## config.mk

```make
export PLATFORM = sky130hd
export DESIGN_NAME = core_readout_arbiter_flat
export DESIGN_NICKNAME = d
export VERILOG_FILES = /design/src/rtl/core_readout_arbiter_if.sv /design/src/rtl/core_readout_arbiter.sv /design/src/flat_wrapper.sv
export SDC_FILE = /design/constraint.sdc
export NUM_CORES = 1
export LEC_CHECK = 0
export ABC_AREA = 1
export CORE_AREA = 2 2 173 175
export DETAILED_ROUTE_END_ITERATION = 12
export DIE_AREA = 0 0 175 177
export GPL_ROUTABILITY_DRIVEN = 1
export PLACE_DENSITY = 0.48
export RECOVER_POWER = 50
export SETUP_SLACK_MARGIN = 0.3
export SLEW_MARGIN = 30
export SYNTH_ARGS = -nofsm -noshare
export SYNTH_HDL_FRONTEND = slang
export SYNTH_SLANG_ARGS = --single-unit
```

## constraint.sdc

```tcl
create_clock -name Clk -period 6.48 [get_ports Clk]
set_clock_uncertainty 0.05 [all_clocks]
set_input_delay 1.296 -clock Clk [delete_from_list [all_inputs] [get_ports Clk]]
set_output_delay 1.296 -clock Clk [all_outputs]
set_load 0.005 [all_outputs]
```

## src/rtl/core_readout_arbiter_if.sv

```systemverilog
// Region-side and column-bus signal bundle for one core of the readout column.
interface core_readout_arbiter_if #(
  parameter int unsigned REGIONS    = 16,
  parameter int unsigned REG_PIXELS = 4,
  parameter int unsigned DATA_W     = 16,
  parameter int unsigned ROW_ADDR_W = 6,
  parameter int unsigned CNT_W      = 8
);
  localparam int unsigned RW    = $clog2(REGIONS);
  localparam int unsigned ROW_W = ROW_ADDR_W + RW;

  logic [REGIONS-1:0]            TokenPos;
  logic [REGIONS*DATA_W-1:0]     RegionData;
  logic [REGIONS-1:0]            RegionRead;
  logic                          TokIn;
  logic                          TokOut;
  logic                          Read;
  logic                          ValidIn;
  logic [DATA_W-1:0]             DataIn;
  logic [ROW_W-1:0]              RowIn;
  logic                          ValidOut;
  logic [DATA_W-1:0]             DataOut;
  logic [ROW_W-1:0]              RowOut;
  logic [ROW_ADDR_W-1:0]         AddressIn;
  logic [ROW_ADDR_W-1:0]         AddressOut;
  logic [REG_PIXELS*REGIONS-1:0] HitOr;
  logic [REG_PIXELS-1:0]         HitOrIn;
  logic [REG_PIXELS-1:0]         HitOrOut;
  logic                          CntClr;
  logic [CNT_W-1:0]              HitCnt;

  // Environment side: drives regions, upstream bus and control.
  modport master (
    output TokenPos, RegionData, TokIn, Read, ValidIn, DataIn, RowIn,
           AddressIn, HitOr, HitOrIn, CntClr,
    input  RegionRead, TokOut, ValidOut, DataOut, RowOut, AddressOut,
           HitOrOut, HitCnt
  );

  // Arbiter side.
  modport slave (
    input  TokenPos, RegionData, TokIn, Read, ValidIn, DataIn, RowIn,
           AddressIn, HitOr, HitOrIn, CntClr,
    output RegionRead, TokOut, ValidOut, DataOut, RowOut, AddressOut,
           HitOrOut, HitCnt
  );
endinterface

```

## src/rtl/core_readout_arbiter.sv

```systemverilog
// Per-core readout arbiter: picks one pending region per Read cycle, merges it
// into a registered column-bus stage, and counts local HitOr activity.
module core_readout_arbiter #(
  parameter int unsigned REGIONS    = 16,
  parameter int unsigned REG_PIXELS = 4,
  parameter int unsigned DATA_W     = 16,
  parameter int unsigned ROW_ADDR_W = 6,
  parameter int unsigned ROWS       = 48,
  parameter int unsigned RR_MODE    = 0,
  parameter int unsigned CNT_W      = 8
) (
  input  logic                  Clk,
  input  logic                  Reset,
  core_readout_arbiter_if.slave bus
);
  localparam int unsigned RW    = $clog2(REGIONS);
  localparam int unsigned ROW_W = ROW_ADDR_W + RW;

  logic [ROW_W-1:0]      r_row;
  logic [DATA_W-1:0]     r_data;
  logic                  r_valid;
  logic [REGIONS-1:0]    r_served;
  logic [RW-1:0]         r_rr_ptr;
  logic                  r_h_q;
  logic [CNT_W-1:0]      r_hit_cnt;

  logic [REGIONS-1:0]    w_elig;
  logic [RW-1:0]         w_sel;
  logic [RW-1:0]         w_idx;
  logic                  w_found;
  logic                  w_grant;
  logic [REGIONS-1:0]    w_onehot;
  logic [ROW_ADDR_W-1:0] w_core_row;
  logic [DATA_W-1:0]     w_sel_data;
  logic [REG_PIXELS-1:0] w_local_or;
  logic                  w_h;

  // Address chain and row offset of this core within the column.
  assign bus.AddressOut = bus.AddressIn - ROW_ADDR_W'(1);
  assign w_core_row     = bus.AddressIn - ROW_ADDR_W'(48 - int'(ROWS));

  // A region popped last cycle is masked so it cannot be popped back-to-back.
  assign w_elig     = bus.TokenPos & ~r_served;
  assign bus.TokOut = bus.TokIn | (|bus.TokenPos);

  // Region select: lowest index, or first index at/after rr_ptr with wrap.
  always_comb begin
    w_sel   = '0;
    w_idx   = '0;
    w_found = 1'b0;
    for (int i = 0; i < int'(REGIONS); i++) begin
      if (RR_MODE != 0) w_idx = r_rr_ptr + RW'(i);
      else              w_idx = RW'(i);
      if (!w_found && w_elig[w_idx]) begin
        w_sel   = w_idx;
        w_found = 1'b1;
      end
    end
  end

  assign w_grant        = bus.Read & ~bus.TokIn & ~Reset & (|w_elig);
  assign w_onehot       = REGIONS'(1) << w_sel;
  assign bus.RegionRead = w_grant ? w_onehot : '0;
  assign w_sel_data     = bus.RegionData[int'(w_sel)*int'(DATA_W) +: DATA_W];

  // Column-bus stage: hold on stall, local word on grant, else forward upstream.
  always_ff @(posedge Clk) begin
    if (Reset) begin
      r_valid <= 1'b0;
      r_data  <= '0;
      r_row   <= '0;
    end else if (bus.Read) begin
      if (w_grant) begin
        r_valid <= 1'b1;
        r_data  <= w_sel_data;
        r_row   <= {w_core_row, w_sel};
      end else begin
        r_valid <= bus.ValidIn;
        r_data  <= bus.DataIn;
        r_row   <= bus.RowIn;
      end
    end
  end

  // Served mask and round-robin pointer bookkeeping.
  always_ff @(posedge Clk) begin
    if (Reset) begin
      r_served <= '0;
      r_rr_ptr <= '0;
    end else begin
      r_served <= w_grant ? w_onehot : '0;
      if (w_grant && (RR_MODE != 0)) r_rr_ptr <= w_sel + RW'(1);
    end
  end

  assign bus.ValidOut = r_valid;
  assign bus.DataOut  = r_data;
  assign bus.RowOut   = r_row;

  // HitOr merge: per-lane OR across regions plus the upstream lane.
  always_comb begin
    w_local_or = '0;
    for (int p = 0; p < int'(REG_PIXELS); p++) begin
      w_local_or[p] = |bus.HitOr[p*int'(REGIONS) +: REGIONS];
    end
  end

  assign bus.HitOrOut = bus.HitOrIn | w_local_or;
  assign w_h          = |w_local_or;

  // Saturating rising-edge counter of local HitOr activity; clear wins.
  always_ff @(posedge Clk) begin
    if (Reset) begin
      r_h_q     <= 1'b0;
      r_hit_cnt <= '0;
    end else begin
      r_h_q <= w_h;
      if (bus.CntClr) begin
        r_hit_cnt <= '0;
      end else if (w_h && !r_h_q && (r_hit_cnt != {CNT_W{1'b1}})) begin
        r_hit_cnt <= r_hit_cnt + CNT_W'(1);
      end
    end
  end

  assign bus.HitCnt = r_hit_cnt;
endmodule

```

## src/flat_wrapper.sv

```systemverilog
// flat-port wrapper written by rule: the top's interface ports become plain ports
module core_readout_arbiter_flat 
#(
  parameter int unsigned REGIONS    = 16,
  parameter int unsigned REG_PIXELS = 4,
  parameter int unsigned DATA_W     = 16,
  parameter int unsigned ROW_ADDR_W = 6,
  parameter int unsigned ROWS       = 48,
  parameter int unsigned RR_MODE    = 0,
  parameter int unsigned CNT_W      = 8
)
  (Clk, Reset, bus_TokenPos, bus_RegionData, bus_TokIn, bus_Read, bus_ValidIn, bus_DataIn, bus_RowIn, bus_AddressIn, bus_HitOr, bus_HitOrIn, bus_CntClr, bus_RegionRead, bus_TokOut, bus_ValidOut, bus_DataOut, bus_RowOut, bus_AddressOut, bus_HitOrOut, bus_HitCnt);
  core_readout_arbiter_if #(.REGIONS(REGIONS), .REG_PIXELS(REG_PIXELS), .DATA_W(DATA_W), .ROW_ADDR_W(ROW_ADDR_W), .CNT_W(CNT_W)) bus_i ();
  input  logic Clk;
  input  logic Reset;
  input wire logic [$bits(bus_i.TokenPos)-1:0] bus_TokenPos;
  input wire logic [$bits(bus_i.RegionData)-1:0] bus_RegionData;
  input wire logic [$bits(bus_i.TokIn)-1:0] bus_TokIn;
  input wire logic [$bits(bus_i.Read)-1:0] bus_Read;
  input wire logic [$bits(bus_i.ValidIn)-1:0] bus_ValidIn;
  input wire logic [$bits(bus_i.DataIn)-1:0] bus_DataIn;
  input wire logic [$bits(bus_i.RowIn)-1:0] bus_RowIn;
  input wire logic [$bits(bus_i.AddressIn)-1:0] bus_AddressIn;
  input wire logic [$bits(bus_i.HitOr)-1:0] bus_HitOr;
  input wire logic [$bits(bus_i.HitOrIn)-1:0] bus_HitOrIn;
  input wire logic [$bits(bus_i.CntClr)-1:0] bus_CntClr;
  output wire logic [$bits(bus_i.RegionRead)-1:0] bus_RegionRead;
  output wire logic [$bits(bus_i.TokOut)-1:0] bus_TokOut;
  output wire logic [$bits(bus_i.ValidOut)-1:0] bus_ValidOut;
  output wire logic [$bits(bus_i.DataOut)-1:0] bus_DataOut;
  output wire logic [$bits(bus_i.RowOut)-1:0] bus_RowOut;
  output wire logic [$bits(bus_i.AddressOut)-1:0] bus_AddressOut;
  output wire logic [$bits(bus_i.HitOrOut)-1:0] bus_HitOrOut;
  output wire logic [$bits(bus_i.HitCnt)-1:0] bus_HitCnt;
  assign bus_i.TokenPos = bus_TokenPos;
  assign bus_i.RegionData = bus_RegionData;
  assign bus_i.TokIn = bus_TokIn;
  assign bus_i.Read = bus_Read;
  assign bus_i.ValidIn = bus_ValidIn;
  assign bus_i.DataIn = bus_DataIn;
  assign bus_i.RowIn = bus_RowIn;
  assign bus_i.AddressIn = bus_AddressIn;
  assign bus_i.HitOr = bus_HitOr;
  assign bus_i.HitOrIn = bus_HitOrIn;
  assign bus_i.CntClr = bus_CntClr;
  assign bus_RegionRead = bus_i.RegionRead;
  assign bus_TokOut = bus_i.TokOut;
  assign bus_ValidOut = bus_i.ValidOut;
  assign bus_DataOut = bus_i.DataOut;
  assign bus_RowOut = bus_i.RowOut;
  assign bus_AddressOut = bus_i.AddressOut;
  assign bus_HitOrOut = bus_i.HitOrOut;
  assign bus_HitCnt = bus_i.HitCnt;
  core_readout_arbiter #(.REGIONS(REGIONS), .REG_PIXELS(REG_PIXELS), .DATA_W(DATA_W), .ROW_ADDR_W(ROW_ADDR_W), .ROWS(ROWS), .RR_MODE(RR_MODE), .CNT_W(CNT_W)) u_core (.Clk(Clk), .Reset(Reset), .bus(bus_i));
endmodule
```

==> results.yml <==
timing:
  timing.fmax_ghz: 0.171
  rsz0062_at_grt: "no"
  final_max_slew_viol_count: 35
  post-route-period-util: 0.902
  worstMarginPinSlew_ns: 1.63
  setup_viol: 0
  holdWs_ns: 0.412
  fin_setup_tns_ns: 0
  finalHoldViolCount: 0
  fin_crit_ns: 5.84
  relSlewSlack: -0.0892
synthesis:
  seq_area_frac_synth: 0.188
  synth_top_cell_by_area: "nand2_1"
  syn_avg_cell_area_um2: 5.23
  yosysTopAreaCellShare: 0.296
  ys_types: 37
  syn-num-nets: 1438
  ys_seq_elements: 52
  synthArstFlopShare: 0
  yosysMostFrequentCell: "nand2_1"
  synth_area_um2: 5530
  yosysWarningCount: 0
  syn_inst: 1058
  synthFlopType: "dfxtp_1"
  synth-edff-count: 0
  netlist_top_cells_area: "nand2_1 (30%), dfxtp_1 (19%), nand3_1 (7.8%)"
  synth_commonest_cells: "nand2_1 (437), inv_1 (114), nor2_1 (111), nand3_1 (86), a21oi_1 (56)"
setup_path:
  crit_required_ns: 5.13
  arrival_ns: 4.50
  r2r_setup_slack_ns: 3.04
  start_kind: "input port"
  crit_type: "input port to output pin"
  path_buf_inv: 5
  cpMaxStageDelayCell: "clkbuf_1"
  critPathCaptureType: "output pin"
  cp_common_cell: "nand2_1"
  critical_path.top_delay_family: "buffers and inverters"
  r2r_end: "u_core.bus.DataOut[4]$_SDFFE_PP0P_"
  cp_cell_sequence: "clkdlybuf4s50_1 > inv_1 > or2_2 > nand2_1 > nor3_1 > nand2_1 > nand2_1 > nor2_1 > clkbuf_1 > nand3_1 > inv_1 > clkdlybuf4s50_1"
  r2r.worst_path.cells: 12
  cp_slowest_stage_delay_ns: 0.71
  critPathMaxFanout: 16
  r2r_start: "u_core.r_served[12]$_SDFF_PP0_"
global_route:
  first_global_vias: 8482
  grt_antenna_before_repair: 9
  use_met2: 0.422
  use_met3: 0.0449
  use_met1: 0.236
  grt_overflow: 0
  track_usage: 0.218
  gr-max-usage-layer: "met2"
  grt_max_degree: 51
  grt_pass1_wl_um: 50400
clock_tree:
  root_buffer: "clkbuf_16"
  cts_buffer_depth: 2
  insertion_delay_ns: 0.29
  cts_tree: "built"
  numClockSinks: 52
  clkTransAtPathRegs_ns: 0.07
  cts_hold_buffers: 0
  cts_resized: 0
  htreeDepth: 2
  cts_buffers: 5
  postCtsSetupRepairBufs: 0
detailed_routing:
  dr_total_vias: 8167
  dr.pass1.iters: 5
  vias_per_cell: 4.38
  ant_nets: 0
  first_iter_violations: 497
  wl_per_cell_um: 18.6
  drt-total-wl_um: 34700
  drc: 0
finish:
  nNetsFinal: 1845
  drive_above_1_share: 0.0362
  n_fill_cell: 3296
  syn_to_final_growth_pct: 87.9
run_status:
  violations: "max-capacitance violations, max-slew violations"
  run_status: "finished, violations left"
min_path:
  hold-path-endpoint: "u_core.bus.RowOut[6]$_SDFFE_PP0P_"
  hold_class: "register to register"
  hold_depth: 2
  min_from: "u_core.bus.RowOut[6]$_SDFFE_PP0P_"
placement:
  portBuffers: 439
  dp_hpwl_um: 28400
  gp_congestion: 0.874
pwr:
  ir_drop_mv: 0.0813
  p_per_area_nw_per_um2: 113
  total_leakage_power_nw: 4.63
die:
  die_w_um: 175
  dieArea_um2: 31000
  core-area_um2: 29200
  start_util: 0.189
  rows: 63
  ioPinCount: 440
  die_h_um: 177
flow_run:
  maxCapViolations: 1
## tightest hold or removal path, stage by stage (launching register included)
cell	delay, ns
dfxtp_1	0.31
nand2_1	0.05
a21oi_1	0.06
## report_power, final
part / switching [mW] / leakage [nW] / internal, mW
clock: 0.120 / 0.0702 / 0.154
sequential: 0.00639 / 0.425 / 0.332
combinational: 0.257 / 4.14 / 0.305
total: 0.384 / 4.63 / 0.792
## cells in the final DEF, fill, tap and decap left out, drive strengths merged
cell type      instances
buf                   12
nor3b                  1
a31oi                  3
and2                   1
diode                  8
a21oi                 56
nor3                  33
clkdlybuf4s50        402
clkinvlp               1
nand4                 34
ha                     2
or2                    1
o211ai                 7
o31ai                  1
dlygate4sd3           37
inv                  120
nand3                 88
nor4                   9
xor2                   4
nand2                452
o21ai                 12
dfxtp                 52
clkbuf                 9
nand3b                 8
and3                   1
nor2                 120
## cell families after synthesis
kind of cell               Yosys count  synth area share
AOI/OAI and AO/OA                   79            0.0757
xor gates and xnor gates             4           0.00633
adders and majority gates            2           0.00452
buffers and inverters              173             0.135
DFF                                 52             0.188
and+or+nand+nor                    748             0.591
## per-layer routing
layer / routed length, µm / vias to the layer above
li1: - / 4157
met1: 13000 / 3672
met2: 18800 / 303
met3: 2290 / 33
met4: 602 / 2
met5: 11 / -
## worst max-delay path by stage
stage | startpoint | endpoint | slack, ns | cells after the start
floorplan | bus_TokenPos[12] | bus_RegionRead[11] | 2.21 | 10
global placement | bus_TokenPos[4] | bus_RegionRead[9] | 0.98 | 14
detailed placement | bus_TokenPos[4] | bus_RegionRead[11] | 0.90 | 14
CTS | bus_TokenPos[1] | bus_RegionRead[11] | 0.90 | 14
global route | bus_TokenPos[13] | bus_RegionRead[8] | 0.35 | 13
finish | bus_TokenPos[12] | bus_RegionRead[8] | 0.64 | 12
## sequential cells by signal (all words and copies together) (netlist names)
register,cells
u_core.bus.DataOut,16
u_core.r_served,16
u_core.bus.RowOut,10
u_core.bus.HitCnt,8
u_core.bus.ValidOut,1
u_core.r_h_q,1
## per-stage QoR
stage	instances	area [µm²]	setup slack, ns	total power, mW	utilization
2_1_floorplan	1058	5530	2.21	0.571	-
3_3_place_gp	1848	10200	0.979	0.920	0.350
3_5_place_dp	1848	10200	0.903	0.919	0.350
4_1_cts	1856	10400	0.895	1.20	0.355
5_1_grt	1864	10400	0.353	1.26	0.355
6_report	1864	10400	0.637	1.18	0.355
## area by class of cell
cell class                      instances  area, µm²  area share
Antenna cell                            8       20.0     0.00193
Clock buffer                            7        143      0.0137
Clock inverter                          1       7.51    0.000722
Inverter                              120        453      0.0436
Multi-Input combinational cell        833       3750       0.361
Sequential cell                        52       1040       0.100
Tap cell                              390        488      0.0469
Timing Repair Buffer                  453       4490       0.432
Power figures use the tool's default switching activity.
